===== src/rtl/chnl_rx_unpack.sv =====
// Riffa RX channel receiver: acknowledges a transaction, buffers the incoming
// PCIe-width words and unpacks them into RX_WIDTH slices, least significant first.
//
// state | meaning
// IDLE  | waiting for CHNL_RX while the unpack stage holds no transaction
// ACK   | one-cycle CHNL_RX_ACK pulse, word and slice counts already latched
// RECV  | accepting data words into the buffer until words_left reaches 0
module chnl_rx_unpack #(
    parameter int C_PCI_DATA_WIDTH = 32,
    parameter int RX_WIDTH         = 32,
    parameter int DEPTH            = 16
) (
    input  logic                        clk,
    input  logic                        rst,
    output logic                        CHNL_RX_CLK,
    input  logic                        CHNL_RX,
    output logic                        CHNL_RX_ACK,
    input  logic                        CHNL_RX_LAST,
    input  logic [31:0]                 CHNL_RX_LEN,
    input  logic [30:0]                 CHNL_RX_OFF,
    input  logic [C_PCI_DATA_WIDTH-1:0] CHNL_RX_DATA,
    input  logic                        CHNL_RX_DATA_VALID,
    output logic                        CHNL_RX_DATA_REN,
    output logic                        o_val,
    input  logic                        o_rdy,
    output logic [RX_WIDTH-1:0]         o_data,
    output logic                        o_last
);

    localparam int SPW = C_PCI_DATA_WIDTH / RX_WIDTH;
    localparam int IW  = (SPW > 1) ? $clog2(SPW) : 1;
    localparam int AW  = (DEPTH > 1) ? $clog2(DEPTH) : 1;
    localparam int CW  = $clog2(DEPTH + 1);

    localparam logic [IW-1:0] IDX_MAX  = IW'(SPW - 1);
    localparam logic [AW-1:0] PTR_MAX  = AW'(DEPTH - 1);
    localparam logic [CW-1:0] CNT_FULL = CW'(DEPTH);
    localparam logic [32:0]   PCI_BITS = 33'(C_PCI_DATA_WIDTH);
    localparam logic [32:0]   RX_BITS  = 33'(RX_WIDTH);

    typedef enum logic [1:0] {
        IDLE = 2'd0,
        ACK  = 2'd1,
        RECV = 2'd2
    } state_t;

    state_t state;
    state_t state_nxt;

    logic [32:0] len_bits;
    logic [32:0] words_calc;
    logic [32:0] slices_calc;
    logic [32:0] words_left;
    logic [32:0] slices_left;

    logic [C_PCI_DATA_WIDTH-1:0] mem [DEPTH];
    logic [AW-1:0] wr_ptr;
    logic [AW-1:0] rd_ptr;
    logic [CW-1:0] count;
    logic [IW-1:0] idx;

    logic full;
    logic empty;
    logic push;
    logic pop;
    logic xfer;
    logic unpack_idle;
    logic start;

    // LAST, OFF and the top LEN bits carry nothing this block uses
    logic unused_inputs;
    assign unused_inputs = ^{CHNL_RX_LAST, CHNL_RX_OFF, CHNL_RX_LEN[31:28]};

    assign CHNL_RX_CLK = clk;

    assign len_bits    = {CHNL_RX_LEN[27:0], 5'b0};
    assign words_calc  = (len_bits + PCI_BITS - 33'd1) / PCI_BITS;
    assign slices_calc = len_bits / RX_BITS;

    assign full        = (count == CNT_FULL);
    assign empty       = (count == '0);
    assign unpack_idle = empty && (slices_left == '0);
    assign push        = CHNL_RX_DATA_VALID && CHNL_RX_DATA_REN;

    // The buffer head is the word being unpacked; it leaves only once fully used
    assign o_val  = !empty && (slices_left != '0);
    assign xfer   = o_val && o_rdy;
    assign o_last = o_val && (slices_left == 33'd1);
    assign o_data = mem[rd_ptr][RX_WIDTH*idx +: RX_WIDTH];
    assign pop    = !empty && ((slices_left == '0) ||
                               (xfer && ((idx == IDX_MAX) || (slices_left == 33'd1))));

    always_ff @(posedge clk or posedge rst) begin
        if (rst) begin
            state <= IDLE;
        end else begin
            state <= state_nxt;
        end
    end

    always_comb begin
        state_nxt        = state;
        CHNL_RX_ACK      = 1'b0;
        CHNL_RX_DATA_REN = 1'b0;
        start            = 1'b0;
        case (state)
            IDLE: begin
                if (CHNL_RX && unpack_idle) begin
                    start     = 1'b1;
                    state_nxt = ACK;
                end
            end
            ACK: begin
                CHNL_RX_ACK = 1'b1;
                state_nxt   = (words_left != '0) ? RECV : IDLE;
            end
            RECV: begin
                CHNL_RX_DATA_REN = !full;
                if (push && (words_left == 33'd1)) begin
                    state_nxt = IDLE;
                end
            end
            default: state_nxt = IDLE;
        endcase
    end

    always_ff @(posedge clk or posedge rst) begin
        if (rst) begin
            words_left  <= '0;
            slices_left <= '0;
            wr_ptr      <= '0;
            rd_ptr      <= '0;
            count       <= '0;
            idx         <= '0;
        end else begin
            if (start) begin
                words_left  <= words_calc;
                slices_left <= slices_calc;
            end else begin
                if (push) begin
                    words_left <= words_left - 33'd1;
                end
                if (xfer) begin
                    slices_left <= slices_left - 33'd1;
                end
            end

            if (push) begin
                wr_ptr <= (wr_ptr == PTR_MAX) ? '0 : wr_ptr + 1'b1;
            end

            if (pop) begin
                rd_ptr <= (rd_ptr == PTR_MAX) ? '0 : rd_ptr + 1'b1;
                idx    <= '0;
            end else if (xfer) begin
                idx <= idx + 1'b1;
            end

            case ({push, pop})
                2'b10:   count <= count + 1'b1;
                2'b01:   count <= count - 1'b1;
                default: count <= count;
            endcase
        end
    end

    // Storage needs no reset: count alone decides what is valid
    always_ff @(posedge clk) begin
        if (push) begin
            mem[wr_ptr] <= CHNL_RX_DATA;
        end
    end

endmodule


===== config.mk =====
export PLATFORM = sky130hd
export DESIGN_NAME = chnl_rx_unpack
export DESIGN_NICKNAME = d
export VERILOG_FILES = /design/src/rtl/chnl_rx_unpack.sv
export SDC_FILE = /design/constraint.sdc
export NUM_CORES = 1
export LEC_CHECK = 0
export ABC_AREA = 1
export CAP_MARGIN = 10
export CORE_UTILIZATION = 60
export DETAILED_ROUTE_END_ITERATION = 6
export PLACE_DENSITY = 0.8
export SYNTH_ARGS = -nofsm -noshare
export SYNTH_HDL_FRONTEND = slang
export SYNTH_SLANG_ARGS = --single-unit
export TNS_END_PERCENT = 20

===== constraint.sdc =====
create_clock -name clk -period 7.2 [get_ports clk]
set_input_delay 1.44 -clock clk [delete_from_list [all_inputs] [get_ports clk]]
set_output_delay 1.44 -clock clk [all_outputs]
set_load 0.01 [all_outputs]

* Word-level counts from Yosys, hierarchy flattened
Memories as Yosys holds them, arrays and structs flattened.
Index checks and enable logic that the tools add are counted.
W data, S select, Z words.
** Operators by class
- Add/sub/neg operators :: 9
- Reduce and logical (&&, ||, !) cells :: 23
- Equal/unequal tests :: 11
- Bitwise operators :: 1
- Shift-type cells :: 1
- Muxes and demuxes :: 19
** Operators with widths (number)
- $mux W33 :: 4
- $sub A33 B1 Y33 const B :: 3
- $eq A33 B1 Y1 const B :: 2
- $reduce_bool A33 Y1 :: 2
- $add A33 B6 Y33 const B :: 1
- $logic_not A33 Y1 :: 1
- $shiftx A32 B7 Y32 :: 1
- $pmux W5 S2 :: 1
- $logic_and A1 B1 Y1 :: 9
- $add A4 B1 Y4 const B :: 2
- $eq A4 B4 Y1 const B :: 2
- $mux W1 :: 8
- $mux W4 :: 2
- $reduce_bool A2 Y1 :: 4
- $mux W2 :: 3
- $pmux W2 S3 :: 1
- $add A5 B1 Y5 const B :: 1
- $eq A5 B5 Y1 const B :: 1
- $logic_not A5 Y1 :: 1
- $sub A5 B1 Y5 const B :: 1
- $eq A2 B1 Y1 const B :: 2
- $eq A2 B2 Y1 const B :: 2
- $ne A2 B2 Y1 const B :: 2
- $logic_not A1 Y1 :: 2
- 5 further kinds :: 6
** Word-level totals
- Input bits :: 101
- Logic and storage cells :: 72
- Bits in registers :: 82
- Memories :: 1
- Output and inout bits :: 37
- RAM bits :: 512
** Memories
- mem :: depth 16, bits a word 32, read ports 1, clocked after Yosys merged registers in 0, wr ports 1, RTL line 56 : logic [C_PCI_DATA_WIDTH-1:0] mem [DEPTH];

* Longest topological paths before layout
- Word-level depth :: 9
- Gate-level depth with buffers :: 21
- Depth with buffers taken out :: 21

==> flow_metrics.py <==
metrics = {
    "pwr": {
        "vdd_drop_max_uv": 396,
        "leakage_uw": 0.0105,
        "p_per_area_mw_per_mm2": 375,
    },
    "drt": {
        "post-route-drc-count": 0,
        "vias": 18800,
        "drt_wl_total_mm": 65.7,
        "antenna_left": 0,
        "drt-vias-per-instance": 6.16,
        "first_iter_violations": 2371,
        "first_pass_iters": 5,
        "drt-wirelength-per-cell_um": 21.5,
    },
    "worst_hold_path": {
        "min_from": "slices_left[32]",
        "whs_endpoint": "slices_left[32]",
        "hold_path.class": "reg2reg",
        "min_path_cells": 1,
    },
    "layout": {
        "final_cell_mix": "edfxtp_1, nor2_1, nand2_1",
        "regArea_mm2": 0.0174,
        "area.growth.synth_to_final_pct": 13.1,
        "post_layout_nonfiller_instances": 3058,
        "multi_input_area_mm2": 0.00734,
        "final_common_cell": "edfxtp_1",
        "nets": 2587,
        "drive_gt1_share_pct": 6.16,
        "nFillCells": 2924,
    },
    "floorplanning": {
        "pin_count": 138,
        "initial_utilization_pct": 61.2,
        "num_rows": 75,
        "coreArea_mm2": 0.0422,
        "design.die.area_mm2": 0.0439,
        "die_y_um": 210,
        "die_w_um": 210,
    },
    "sta": {
        "skew_ns": 0.0324,
        "slew_headroom_pct": 15.4,
        "finalSetupViolations": 0,
        "rsz0062_at_grt": "false",
        "hold_ws_ns": 0.467,
        "finalCritPeriodShare_pct": 81.2,
        "maxSlewViolCount": 0,
        "tightest_slew_ns": 1.27,
        "fin_crit_ns": 5.85,
        "hold_viol_final": 0,
        "fmax_mhz": 171,
        "fin_setup_tns_ns": 0,
    },
    "yosys": {
        "syn_nets": 2523,
        "synthFlopType": "edfxtp_1",
        "synth_fa_ha_area_share_pct": 0.755,
        "synth_edf_count": 512,
        "ys_ff_latch": 594,
        "synth-async-reset-ratio_pct": 13.8,
        "ys_seq_area_share_pct": 67.4,
        "synth_top_family_by_area": "simple AND/OR/NAND/NOR gates",
        "synth.area.mux_share_pct": 0,
        "synth_xor_area_share_pct": 0.712,
        "yosysUniqueCellTypes": 39,
        "yosys.area_share.simple_pct": 15.3,
        "yosys_warnings": 0,
        "synth-compound-area-share_pct": 11.1,
        "syn_inst": 2407,
        "avgSynthCellArea_um2": 10.7,
        "synth.cell_area_mm2": 0.0258,
    },
    "worst_setup_path": {
        "reg2reg_to": "slices_left[2]",
        "r2r_slack_ns": 3.71,
        "setup.worst_path.class": "reg2out",
        "crit_slowest_cell": "inv_2",
        "endpoint_kind": "output pin",
        "rr_worst_depth": 8,
        "arrival_ns": 4.41,
        "critPathLaunchType": "register",
        "critPathRequiredTime_ns": 5.76,
        "path_depth": 7,
        "critPathBufInv": 3,
        "slowest_delay_ns": 0.96,
        "cp_top_family": "buffers and inverters",
        "crit_fanout": 81,
        "worstPathCellList": "inv_2 -> buf_4 -> o21ai_0 -> o221ai_1 -> nand3_1 -> a31oi_1 -> clkdlybuf4s50_1",
        "r2r-start": "count[1]",
    },
    "place": {
        "place.port_buffers": 101,
        "place_congestion": 0.961,
        "dp_hpwl_mm": 37.1,
        "dp_cells": 2948,
    },
    "grt": {
        "grt_usage_pct": 30.3,
        "grt-ovfl-total": 0,
        "grt_max_degree": 261,
        "first_global_vias": 18600,
        "grt_pass1_wl_mm": 101,
        "antenna_found_initial": 1,
    },
    "cts": {
        "hold_buffers": 0,
        "clock_latency_ns": 0.75,
        "post-cts-setup-buffers": 0,
        "cts_tree": "yes",
        "post_cts_resized": 0,
        "clkTransAtPathRegs_ns": 0.06,
    },
    "outcome": {
        "status": "complete, no violations",
    },
    "run": {
        "cap_violations": 0,
    },
}
[cells in the mapped netlist, drive strengths merged (2+ instances only)]
cell,count,area (µm²)
clkbuf,83,313
clkinv,2,7.51
edfxtp,512,15400
a21oi,18,90.1
xor2,19,166
nor2,483,1860
nand3,103,515
o221ai,29,254
o211ai,37,288
buf,45,285
o22ai,69,432
dfrtp,82,2050
nor3b,3,22.5
nand3b,3,22.5
xnor2,2,17.5
nor3,13,65.1
nand2,358,1360
a31oi,29,181
o21ai,318,1590
inv,161,604
ha,14,175
nand4,19,119
[routing by layer]
layer / part of all wire (%) / track usage (%)
met3: 8.0 / 3.95
met4: 4.3 / 15.4
met1: 39 / 39.9
met5: 0 / 0
met2: 49 / 50.1
[where the power goes]
group / internal (µW) / switching, µW / leakage [µW]
clock: 1720 / 1310 / 0.000927
combinational: 1190 / 2310 / 0.00406
sequential: 4160 / 257 / 0.00553
[worst reg2reg max path, cell delays in order (launching register included)]
cell     delay [ns]
dfrtp_1        0.42
nor2_1         0.17
nand4_1        0.35
nor2_2         0.41
nand2_4        0.35
nand2_1        0.99
inv_1          0.47
nand2_1        0.15
nand3_1        0.08
[cells by family (layout without fill, tap and decap cells)]
logic type,after synthesis,after routing
fa+ha+maj,15,15
other cells,0,1
simple gates,982,982
compound gates,504,504
buf+inv,291,402
flops,594,594
xor+xnor,21,21
[flip-flops by register name (all words and copies together), names as in the netlist]
name         count
slices_left     33
mem            512
state            2
words_left      33
wr_ptr           4
rd_ptr           4
idx              1
count            5
[how the worst max path moves through the flow]
stage	from	end	slack (ns)
floorplan	clk	CHNL_RX_CLK	2.04
global placement	clk	CHNL_RX_CLK	1.71
detailed placement	clk	CHNL_RX_CLK	1.71
CTS	rd_ptr[1]	o_data[28]	1.37
global route	rd_ptr[1]	o_data[20]	1.24
finish	rd_ptr[1]	o_data[20]	1.35
[per-stage QoR]
step                      power (µW)  area [µm²]  setup WS (ns)  utilization (%)
after global placement          7760       27300           1.71             64.7
after floorplan                 6590       25800           2.04                -
after CTS                      10900       29200           1.37             69.2
after global routing           11400       29200           1.24             69.2
final                          11000       29200           1.35             69.2
after detailed placement        7930       27300           1.71             64.7
[cell type report]
| type | count | share of cell area (%) |
|---|---|---|
| Sequential cell | 594 | 59.6 |
| Multi-Input combinational cell | 1522 | 25.1 |
| Clock buffer | 72 | 5.31 |
| Timing Repair Buffer | 129 | 4.25 |
| Tap cell | 539 | 2.31 |
| Inverter | 163 | 2.11 |
| Clock inverter | 38 | 1.26 |
| Antenna cell | 1 | 0.00856 |
Note: power is estimated with default switching activity, not from simulation.
